## config.mk

```make
export PLATFORM = sky130hd
export DESIGN_NAME = spi_slave
export DESIGN_NICKNAME = d
export VERILOG_FILES = /design/src/rtl/spi_slave_pkg.sv /design/src/rtl/spi_sync.sv /design/src/rtl/spi_slave.sv
export SDC_FILE = /design/constraint.sdc
export NUM_CORES = 1
export LEC_CHECK = 0
export CELL_PAD_IN_SITES_DETAIL_PLACEMENT = 1
export CELL_PAD_IN_SITES_GLOBAL_PLACEMENT = 1
export CORE_UTILIZATION = 43
export DETAILED_ROUTE_END_ITERATION = 10
export PLACE_DENSITY_LB_ADDON = 0.25
export SYNTH_ARGS = -nofsm -noshare
export SYNTH_HDL_FRONTEND = slang
export SYNTH_SLANG_ARGS = --single-unit
```

## constraint.sdc

```tcl
create_clock -name clk -period 4.1 [get_ports clk]
set_input_delay 0.41 -clock clk [delete_from_list [all_inputs] [get_ports clk]]
set_output_delay 0.41 -clock clk [all_outputs]
set_load 0.05 [all_outputs]
```

## src/rtl/spi_slave_pkg.sv

```systemverilog
// ---------------------------------------------------------------------------
// spi_slave_pkg
//   Shared definitions for the SPI responder engine.
//   - SPI_SYNC_STAGES   : default synchronizer depth for the SPI pins
//   - spi_slave_state_t : responder FSM states
// ---------------------------------------------------------------------------
package spi_slave_pkg;

    localparam int SPI_SYNC_STAGES = 2;

    typedef enum logic [1:0] {
        IDLE  = 2'd0,   // waiting for CS_N to fall
        FETCH = 2'd1,   // request next TX byte (or substitute 0xFF)
        LOAD  = 2'd2,   // capture TX FIFO read data into the shifter
        XFER  = 2'd3    // shifting bits on SCLK edges
    } spi_slave_state_t;

endpackage

```

## src/rtl/spi_sync.sv

```systemverilog
// ---------------------------------------------------------------------------
// spi_sync
//   Single-bit multi-flop synchronizer for an asynchronous input.
//   Ports:
//     clk : system clock
//     rst : synchronous active-high reset, clears every stage to 0
//     d   : asynchronous input
//     q   : synchronized output, STAGES clk cycles behind d
//   STAGES must be at least 2.
// ---------------------------------------------------------------------------
module spi_sync #(
    parameter int STAGES = 2
) (
    input  logic clk,
    input  logic rst,
    input  logic d,
    output logic q
);

    logic [STAGES-1:0] sync_reg;

    always_ff @(posedge clk) begin
        if (rst) begin
            sync_reg <= '0;
        end else begin
            sync_reg <= {sync_reg[STAGES-2:0], d};
        end
    end

    assign q = sync_reg[STAGES-1];

endmodule

```

## src/rtl/spi_slave.sv

```systemverilog
// ---------------------------------------------------------------------------
// spi_slave
//   SPI responder engine. Oversamples SCLK/CS_N/MOSI in the clk domain,
//   shifts bytes MSB-first in all four CPOL/CPHA modes, reads a TX FIFO and
//   writes an RX FIFO.
//   Ports:
//     clk, rst                 : system clock, synchronous active-high reset
//     sclk_i, cs_n_i, mosi_i   : asynchronous SPI pins
//     miso_o, miso_oe_o        : serial data out and its pad enable
//     cpol_i, cpha_i           : SPI mode, captured while idle
//     tx_data_i, tx_empty_i    : TX FIFO read data (valid cycle after read), empty
//     tx_read_o                : TX FIFO read pulse
//     rx_data_o, rx_write_o    : received byte and RX FIFO write pulse
//     rx_full_i                : RX FIFO full flag
//     underrun_o, overrun_o    : error pulses (TX empty / RX full)
//     busy_o                   : high whenever not idle
// ---------------------------------------------------------------------------
module spi_slave
    import spi_slave_pkg::*;
#(
    parameter int SYNC_STAGES = SPI_SYNC_STAGES
) (
    input  logic       clk,
    input  logic       rst,
    input  logic       sclk_i,
    input  logic       cs_n_i,
    input  logic       mosi_i,
    output logic       miso_o,
    output logic       miso_oe_o,
    input  logic       cpol_i,
    input  logic       cpha_i,
    input  logic [7:0] tx_data_i,
    input  logic       tx_empty_i,
    output logic       tx_read_o,
    output logic [7:0] rx_data_o,
    output logic       rx_write_o,
    input  logic       rx_full_i,
    output logic       underrun_o,
    output logic       overrun_o,
    output logic       busy_o
);

    // ---------------- pin synchronizers ----------------
    logic [2:0] pin_raw;
    logic [2:0] pin_sync;
    logic       sclk_s;
    logic       cs_n_s;
    logic       mosi_s;

    assign pin_raw = {mosi_i, cs_n_i, sclk_i};

    genvar gi;
    generate
        for (gi = 0; gi < 3; gi++) begin : g_sync
            spi_sync #(
                .STAGES (SYNC_STAGES)
            ) u_sync (
                .clk (clk),
                .rst (rst),
                .d   (pin_raw[gi]),
                .q   (pin_sync[gi])
            );
        end
    endgenerate

    assign sclk_s = pin_sync[0];
    assign cs_n_s = pin_sync[1];
    assign mosi_s = pin_sync[2];

    // ---------------- state ----------------
    spi_slave_state_t state_reg, state_next;
    logic       sclk_prev_reg;
    logic       cs_n_prev_reg;
    logic       cpol_reg, cpol_next;
    logic       cpha_reg, cpha_next;
    logic [7:0] tx_shift_reg, tx_shift_next;
    logic [7:0] rx_shift_reg, rx_shift_next;
    logic [2:0] bit_cnt_reg, bit_cnt_next;
    logic [7:0] rx_data_reg, rx_data_next;
    logic       rx_write_reg, rx_write_next;
    logic       overrun_reg, overrun_next;
    logic       underrun_reg, underrun_next;
    logic       fetch_read;

    // ---------------- edge classification ----------------
    logic sclk_edge;
    logic lead_edge;
    logic trail_edge;
    logic sample_edge;
    logic shift_edge;
    logic cs_fall;

    // Leading edge leaves the idle level (cpol), trailing edge returns to it.
    assign sclk_edge   = sclk_s ^ sclk_prev_reg;
    assign lead_edge   = sclk_edge && (sclk_s != cpol_reg);
    assign trail_edge  = sclk_edge && (sclk_s == cpol_reg);
    assign sample_edge = cpha_reg ? trail_edge : lead_edge;
    assign shift_edge  = cpha_reg ? lead_edge  : trail_edge;
    assign cs_fall     = cs_n_prev_reg && !cs_n_s;

    // ---------------- state register ----------------
    always_ff @(posedge clk) begin
        if (rst) begin
            state_reg     <= IDLE;
            sclk_prev_reg <= 1'b0;
            cs_n_prev_reg <= 1'b0;
            cpol_reg      <= 1'b0;
            cpha_reg      <= 1'b0;
            tx_shift_reg  <= 8'h00;
            rx_shift_reg  <= 8'h00;
            bit_cnt_reg   <= 3'd0;
            rx_data_reg   <= 8'h00;
            rx_write_reg  <= 1'b0;
            overrun_reg   <= 1'b0;
            underrun_reg  <= 1'b0;
        end else begin
            state_reg     <= state_next;
            sclk_prev_reg <= sclk_s;
            cs_n_prev_reg <= cs_n_s;
            cpol_reg      <= cpol_next;
            cpha_reg      <= cpha_next;
            tx_shift_reg  <= tx_shift_next;
            rx_shift_reg  <= rx_shift_next;
            bit_cnt_reg   <= bit_cnt_next;
            rx_data_reg   <= rx_data_next;
            rx_write_reg  <= rx_write_next;
            overrun_reg   <= overrun_next;
            underrun_reg  <= underrun_next;
        end
    end

    // ---------------- next-state logic ----------------
    always_comb begin
        state_next    = state_reg;
        cpol_next     = cpol_reg;
        cpha_next     = cpha_reg;
        tx_shift_next = tx_shift_reg;
        rx_shift_next = rx_shift_reg;
        bit_cnt_next  = bit_cnt_reg;
        rx_data_next  = rx_data_reg;
        rx_write_next = 1'b0;
        overrun_next  = 1'b0;
        underrun_next = 1'b0;
        fetch_read    = 1'b0;

        case (state_reg)
            IDLE: begin
                // Mode is tracked only while idle so it is frozen for the transfer.
                cpol_next     = cpol_i;
                cpha_next     = cpha_i;
                bit_cnt_next  = 3'd0;
                rx_shift_next = 8'h00;
                if (cs_fall) begin
                    state_next = FETCH;
                end
            end
            FETCH: begin
                if (!tx_empty_i) begin
                    fetch_read = 1'b1;
                    state_next = LOAD;
                end else begin
                    tx_shift_next = 8'hFF;
                    underrun_next = 1'b1;
                    state_next    = XFER;
                end
            end
            LOAD: begin
                tx_shift_next = tx_data_i;
                state_next    = XFER;
            end
            XFER: begin
                if (sample_edge) begin
                    rx_shift_next = {rx_shift_reg[6:0], mosi_s};
                    bit_cnt_next  = bit_cnt_reg + 3'd1;
                    if (bit_cnt_reg == 3'd7) begin
                        if (!rx_full_i) begin
                            rx_data_next  = {rx_shift_reg[6:0], mosi_s};
                            rx_write_next = 1'b1;
                        end else begin
                            overrun_next = 1'b1;
                        end
                        // Prefetch the next TX byte straight away.
                        state_next = FETCH;
                    end
                end else if (shift_edge && (bit_cnt_reg != 3'd0)) begin
                    // bit_cnt==0 shift edges are the CPHA=1 opening edge or the
                    // CPHA=0 closing edge of a byte; neither should move data.
                    tx_shift_next = {tx_shift_reg[6:0], 1'b1};
                end
            end
            default: begin
                state_next = IDLE;
            end
        endcase

        // Deselect aborts anything in flight and wins over a same-cycle SCLK edge.
        // A read already issued in FETCH still happens: that byte is discarded.
        if ((state_reg != IDLE) && cs_n_s) begin
            state_next    = IDLE;
            bit_cnt_next  = 3'd0;
            rx_shift_next = 8'h00;
            rx_write_next = 1'b0;
            overrun_next  = 1'b0;
            underrun_next = 1'b0;
        end
    end

    // ---------------- outputs ----------------
    // The pad stays driven through FETCH/LOAD so MISO does not float between
    // back-to-back bytes.
    assign busy_o     = (state_reg != IDLE);
    assign miso_oe_o  = busy_o;
    assign miso_o     = miso_oe_o ? tx_shift_reg[7] : 1'b0;
    assign tx_read_o  = fetch_read && !rst;
    assign rx_data_o  = rx_data_reg;
    assign rx_write_o = rx_write_reg;
    assign overrun_o  = overrun_reg;
    assign underrun_o = underrun_reg;

endmodule

```

==> results.json, run 1 <==
{
  "status": "finished with violations",
  "violations": "design-rule violations",
  "skew_ns": 0.00936,
  "required_ns": 3.69,
  "synth.cell_area_sq_um": 2030,
  "cts_resized": 0,
  "clockBufferDepth": 2,
  "synthesis.area_per_instance_sq_um": 8.50,
  "die_area_sq_um": 5000,
  "path_cells": "clkdlybuf4s50_1 -> buf_4 -> inv_1 -> and2_1 -> clkdlybuf4s50_1",
  "synth_edf_count": 0,
  "yosysTopAreaCell": "dfxtp_1",
  "async_flop_share_pct": 0,
  "ant_nets": 0,
  "drive_gt1_share_pct": 5.70,
  "synth_seq_cells": 41,
  "io_pins": 32,
  "grt_pass1_vias": 1863,
  "pwr_density_cell_nw_per_um2": 469,
  "routed_via_density": 6.02,
  "fmax_mhz": 365,
  "routedWlPerCell_um": 16.6,
  "fin_crit_sh_pct": 66.9,
  "r2r_end": "state_reg[1]",
  "critPathCaptureType": "output pin",
  "min_period_ns": 2.74,
  "cpMostUsedCell": "clkdlybuf4s50_1",
  "nNetsFinal": 289,
  "cts-root-buf": "clkbuf_8",
  "yosysMostFrequentCell": "dfxtp_1",
  "design_area_sq_um": 2430,
  "worstSetupPathType": "primary input to output pin",
  "cap_viol_max_count": 0,
  "die_w_um": 70.7,
  "post_cts_buffers": 0,
  "wirelength_um": 5240,
  "drv_slew": 0,
  "core_area_sq_um": 4440,
  "cts_num_sinks": 41,
  "timing.final.ws_setup_ns": 1.36,
  "row_count": 24,
  "hold_path.startpoint": "g_sync[1].u_sync.sync_reg[0]",
  "drc": 4,
  "crit_fanout": 28,
  "reg2reg_depth": 5,
  "hold_end": "g_sync[1].u_sync.sync_reg[1]",
  "r2r_start": "state_reg[1]",
  "yosysUniqueCellTypes": 39,
  "netlist_top_cells_count": "dfxtp_1 (41), nand3_1 (22), a21oi_1 (19)",
  "htreeDepth": 2,
  "via_count": 1895,
  "cts_hold_buffers": 0,
  "grt_usage_pct": 22.1,
  "grt_pass1_wl_um": 8850,
  "initial_core_util_pct": 45.7,
  "preCtsSetupSlack_ns": 1.35,
  "hold_class": "flip-flop to flip-flop",
  "cts_buffers": 5,
  "rsz0062_at_grt": "false",
  "ys_top_cells_by_area": "dfxtp_1 (40%), nand3_1 (5.4%), ha_1 (4.9%)",
  "slew_headroom_pct": 22.6,
  "slowest_stage": "clkdlybuf4s50_1",
  "synthFlopType": "dfxtp_1",
  "diodes": 0,
  "io_buffers": 31,
  "worst_skew_pair.late_latency_ns": 0.30,
  "netlist.area_leader.share_pct": 40.4,
  "startpoint_type": "primary input",
  "die_y_um": 70.7,
  "place.gp.congestion": 0.776,
  "setup_viol": 0,
  "syn-instance-count": 239,
  "finalHoldViolCount": 0,
  "seq_area_frac_synth_pct": 40.4,
  "dp_hpwl_um": 3470,
  "clkTransAtPathRegs_ns": 0.07,
  "antenna_found_initial": 0,
  "tns_ns": 0,
  "grt_max_degree": 29,
  "critPathArrivalTime_ns": 2.33,
  "ys_warn_count": 0,
  "postPlaceCellArea_sq_um": 2360,
  "syn-num-nets": 264,
  "tightest_slew_ns": 1.15,
  "area.growth.synth_to_final_pct": 19.8,
  "p_leak_nw": 0.875,
  "drtIter0Drc": 115,
  "r2r_slack_ns": 1.95,
  "dr.pass1.iters": 7,
  "max_stage_delay_ns": 0.79,
  "cts_tree": "built",
  "grt.overflow.total": 0,
  "holdPathStages": 1,
  "ir_drop_v": 0.000280
}
-- layer usage --
metal / up-vias / global-route usage (%) / part of all wire, %
met5: - / 0 / 0
met4: 0 / 7.78 / 0.50
met3: 3 / 3.42 / 3.8
met2: 41 / 36.4 / 48
met1: 936 / 29.5 / 48
li1: 915 / - / -
-- critical path: cells and delay by family --
family        cells  cell delay, ns
simple gates      1            0.18
buf+inv           4            1.73
-- power breakdown --
group | switching, W | total [W] | leakage (nW) | internal [W]
combinational | 0.000263 | 0.000423 | 0.501 | 0.000160
sequential | 0.0000290 | 0.000468 | 0.334 | 0.000439
clock | 0.000138 | 0.000250 | 0.0399 | 0.000112
total | 0.000430 | 0.00114 | 0.875 | 0.000711
-- layout by cell type, fill, tap and decap left out, drive strengths merged, types with 4 or more instances in the layout --
cell type and count:
nand4 15, clkbuf 5, ha 8, a22oi 10, clkdlybuf4s50 31, mux2i 6, nor2b 12, nand2 18
a21oi 19, a32oi 7, and3b 4, nor2 14, o21ai 15, inv 8, nand3 22, dfxtp 41
-- final cells by class --
| class | count | area [sq um] |
|---|---|---|
| Clock inverter | 1 | 5.00 |
| Inverter | 9 | 33.8 |
| Clock buffer | 5 | 68.8 |
| Sequential cell | 41 | 821 |
| Fill cell | 543 | 2010 |
| Multi-Input combinational cell | 174 | 1110 |
| Timing Repair Buffer | 33 | 325 |
| Tap cell | 52 | 65.1 |
-- worst max path at each step --
| stage | cells after the start | startpoint | end | slack (ns) |
|---|---|---|---|---|
| 6_report | 5 | rst | tx_read_o | 1.36 |
| 5_1_grt | 5 | rst | tx_read_o | 1.29 |
| 4_1_cts | 5 | rst | tx_read_o | 1.34 |
| 3_5_place_dp | 5 | rst | tx_read_o | 1.35 |
| 3_3_place_gp | 5 | rst | tx_read_o | 1.37 |
| 2_1_floorplan | 4 | state_reg[0] | miso_o | 2.21 |
-- cells by family (layout without fill, tap and decap cells) --
kind of cell / Yosys count / after routing / share of synthesized area (%)
adders and majority gates: 8 / 8 / 4.93
xor gates and xnor gates: 1 / 1 / 1.36
buffers and inverters: 24 / 48 / 4.68
AOI/OAI and AO/OA: 61 / 61 / 19.1
DFF: 41 / 41 / 40.4
and+or+nand+nor: 95 / 95 / 24.5
muxes: 9 / 9 / 4.99
-- through the flow --
stage	instances	power (W)	hold WS, ns	util, %
2_1_floorplan	239	0.000784	0.414	-
3_3_place_gp	309	0.000881	0.415	53.1
3_5_place_dp	309	0.000894	0.432	53.1
4_1_cts	315	0.00114	0.450	54.8
5_1_grt	315	0.00120	0.463	54.8
6_report	315	0.00114	0.448	54.8
No activity file was read; power rests on OpenSTA's default activity.
==> run 2, diff against run 1 <==
--- a/config.mk
+++ b/config.mk
@@ -7,7 +7,7 @@
 export LEC_CHECK = 0
 export CELL_PAD_IN_SITES_DETAIL_PLACEMENT = 1
 export CELL_PAD_IN_SITES_GLOBAL_PLACEMENT = 1
-export CORE_UTILIZATION = 43
+export CORE_UTILIZATION = 40
 export DETAILED_ROUTE_END_ITERATION = 10
 export PLACE_DENSITY_LB_ADDON = 0.25
 export SYNTH_ARGS = -nofsm -noshare
==> constraint.sdc (replaced) <==
create_clock -name clk -period 2.7 [get_ports clk]
set_input_delay 0.27 -clock clk [delete_from_list [all_inputs] [get_ports clk]]
set_output_delay 0.27 -clock clk [all_outputs]
set_load 0.05 [all_outputs]
==> run 2 against run 1 <==
The flow now finishes without violations. Worst setup slack worse by 1.0 ns. Sequential cell count did not move. Sequential share of layout area shrank 1.3 points. Combinational power increased by 57%. Critical endpoint is now miso_o. Core utilization fell by 2.2 points. Largest cell class unchanged. Design area up 4.1%. Critical path depth is 1 lower.
==> results.json, run 2 (synthesis results as in run 1) <==
{
  "slew_headroom_pct": 11.2,
  "setup_viol": 0,
  "initial_core_util_pct": 42.2,
  "via_count": 1925,
  "dp_hpwl_um": 3760,
  "ff_latch_area_sq_um": 821,
  "place.gp.congestion": 0.757,
  "drive_gt1_share_pct": 8.52,
  "grt_pass1_vias": 1854,
  "ir_drop_v": 0.000356,
  "cap_viol_max_count": 0,
  "max_stage_delay_ns": 0.83,
  "cts_tree": "built",
  "nNetsFinal": 294,
  "timing.final.ws_setup_ns": 0.320,
  "die_w_um": 73.3,
  "routed_via_density": 5.71,
  "fin_crit_sh_pct": 88.1,
  "cp_num_buf_inv": 2,
  "r2r_slack_ns": 0.45,
  "diodes": 0,
  "crit_fanout": 6,
  "multi_input_area_sq_um": 1110,
  "critPathArrivalTime_ns": 2.11,
  "reg2reg_depth": 4,
  "holdPathStages": 1,
  "cts_resized": 0,
  "cts_buffers": 5,
  "tns_ns": 0,
  "clockPowerShare_pct": 28.0,
  "grt.overflow.total": 0,
  "critPathCaptureType": "output pin",
  "required_ns": 2.43,
  "seq_power_share_pct": 37.3,
  "skew_ns": 0.00925,
  "path_cells": "inv_1 -> ha_1 -> nor2b_1 -> clkdlybuf4s50_1",
  "hold_end": "g_sync[2].u_sync.sync_reg[1]",
  "hold_class": "flip-flop to flip-flop",
  "final_cell_mix": "dfxtp_1 (41), clkdlybuf4s50_1 (30), nand3_1 (22), a21oi_1 (19), nand2_1 (18)",
  "cts-root-buf": "clkbuf_8",
  "p_leak_nw": 0.919,
  "r2r_start": "state_reg[0]",
  "clockBufferDepth": 2,
  "rsz0062_at_grt": "false",
  "pwr-share-comb_pct": 34.7,
  "tightest_slew_ns": 1.32,
  "worstSetupPathType": "flip-flop to output pin",
  "routedWlPerCell_um": 16.2,
  "dr.pass1.iters": 4,
  "clkTransAtPathRegs_ns": 0.09,
  "io_pins": 32,
  "slowest_stage": "clkdlybuf4s50_1",
  "die_area_sq_um": 5370,
  "min_period_ns": 2.38,
  "layout_commonest_cell": "dfxtp_1",
  "p_int_w": 0.00122,
  "antenna_found_initial": 0,
  "finalHoldViolCount": 0,
  "ant_nets": 0,
  "die_y_um": 73.3,
  "htreeDepth": 2,
  "preCtsSetupSlack_ns": 0.473,
  "drtIter0Drc": 74,
  "grt_max_degree": 20,
  "io_buffers": 31,
  "r2r_end": "tx_shift_reg[6]",
  "area.growth.synth_to_final_pct": 24.8,
  "cts_num_sinks": 41,
  "row_count": 25,
  "drv_slew": 0,
  "cts_hold_buffers": 0,
  "status": "finished, final reports clean",
  "fmax_mhz": 420,
  "startpoint_type": "flip-flop",
  "core_area_sq_um": 4820,
  "crit_family": "buffers and inverters",
  "pwr_density_cell_nw_per_um2": 752,
  "drc": 0,
  "hold_path.startpoint": "g_sync[2].u_sync.sync_reg[0]",
  "post_cts_buffers": 0,
  "wirelength_um": 5460,
  "grt_usage_pct": 22.6,
  "sw_frac_of_total_pct": 36.0,
  "grt_pass1_wl_um": 9180,
  "power_switching_w": 0.000685,
  "worst_skew_pair.late_latency_ns": 0.31,
  "num-fill-cells": 603
}
==> run 2: cell count changes in the layout (fill, tap and decap cells not counted), sizes merged <==
cell           previous run  this run
buf                       2         8
bufinv                    0         1
clkbuf                    5         6
clkdlybuf4s50            31        30
clkinv                    2         1
clkinvlp                  0         1
==> run 2: area by class of cell <==
cell class / instances / area share (%)
multi-input combinational: 174 / 44.0
sequential: 41 / 32.4
timing repair buffer: 38 / 14.2
tap: 67 / 3.31
clock buffer: 6 / 3.26
clock inverter: 2 / 1.48
inverter: 9 / 1.33
==> run 2: power by group through the flow <==
stage	sequential (W)	clock [W]	combinational [W]
floorplan	0.000718	0	0.000472
global placement	0.000720	0	0.000630
detailed placement	0.000724	0	0.000649
CTS	0.000710	0.000545	0.000661
global route	0.000719	0.000572	0.000710
finish	0.000710	0.000534	0.000662
==> run 2: worst max-delay path by stage <==
stage / startpoint / to / slack (ns) / cells past startpoint
finish: state_reg[1] / miso_o / 0.32 / 4
detailed placement: rst / tx_shift_reg[5] / 0.47 / 5
global route: state_reg[0] / miso_o / 0.23 / 4
global placement: rst / tx_shift_reg[6] / 0.59 / 5
CTS: state_reg[0] / miso_o / 0.32 / 4
floorplan: state_reg[0] / miso_o / 0.95 / 4
==> run 2: through the flow <==
step,cells,hold slack (ns),area [sq um],total power (W),utilization [%]
after floorplan,239,0.349,2030,0.00119,-
after global placement,329,0.418,2410,0.00135,50.1
after detailed placement,329,0.437,2410,0.00137,50.1
after CTS,337,0.456,2530,0.00192,52.6
after global routing,337,0.481,2530,0.00200,52.6
final,337,0.451,2530,0.00191,52.6
==> run 2: worst register-to-register path: stages, from the launching register on <==
cell     delay (ns)
dfxtp_1        0.33
ha_1           0.41
nor4_1         1.17
a32oi_1        0.13
nand3_1        0.14
==> run 2: layer usage <==
layer / wire, um / share of wire (%) / global-route usage (%)
met2: 2460 / 45 / 35.6
met5: 0 / 0 / 0
met1: 2630 / 48 / 29.7
met4: 132 / 2.4 / 9.37
met3: 231 / 4.2 / 5.49
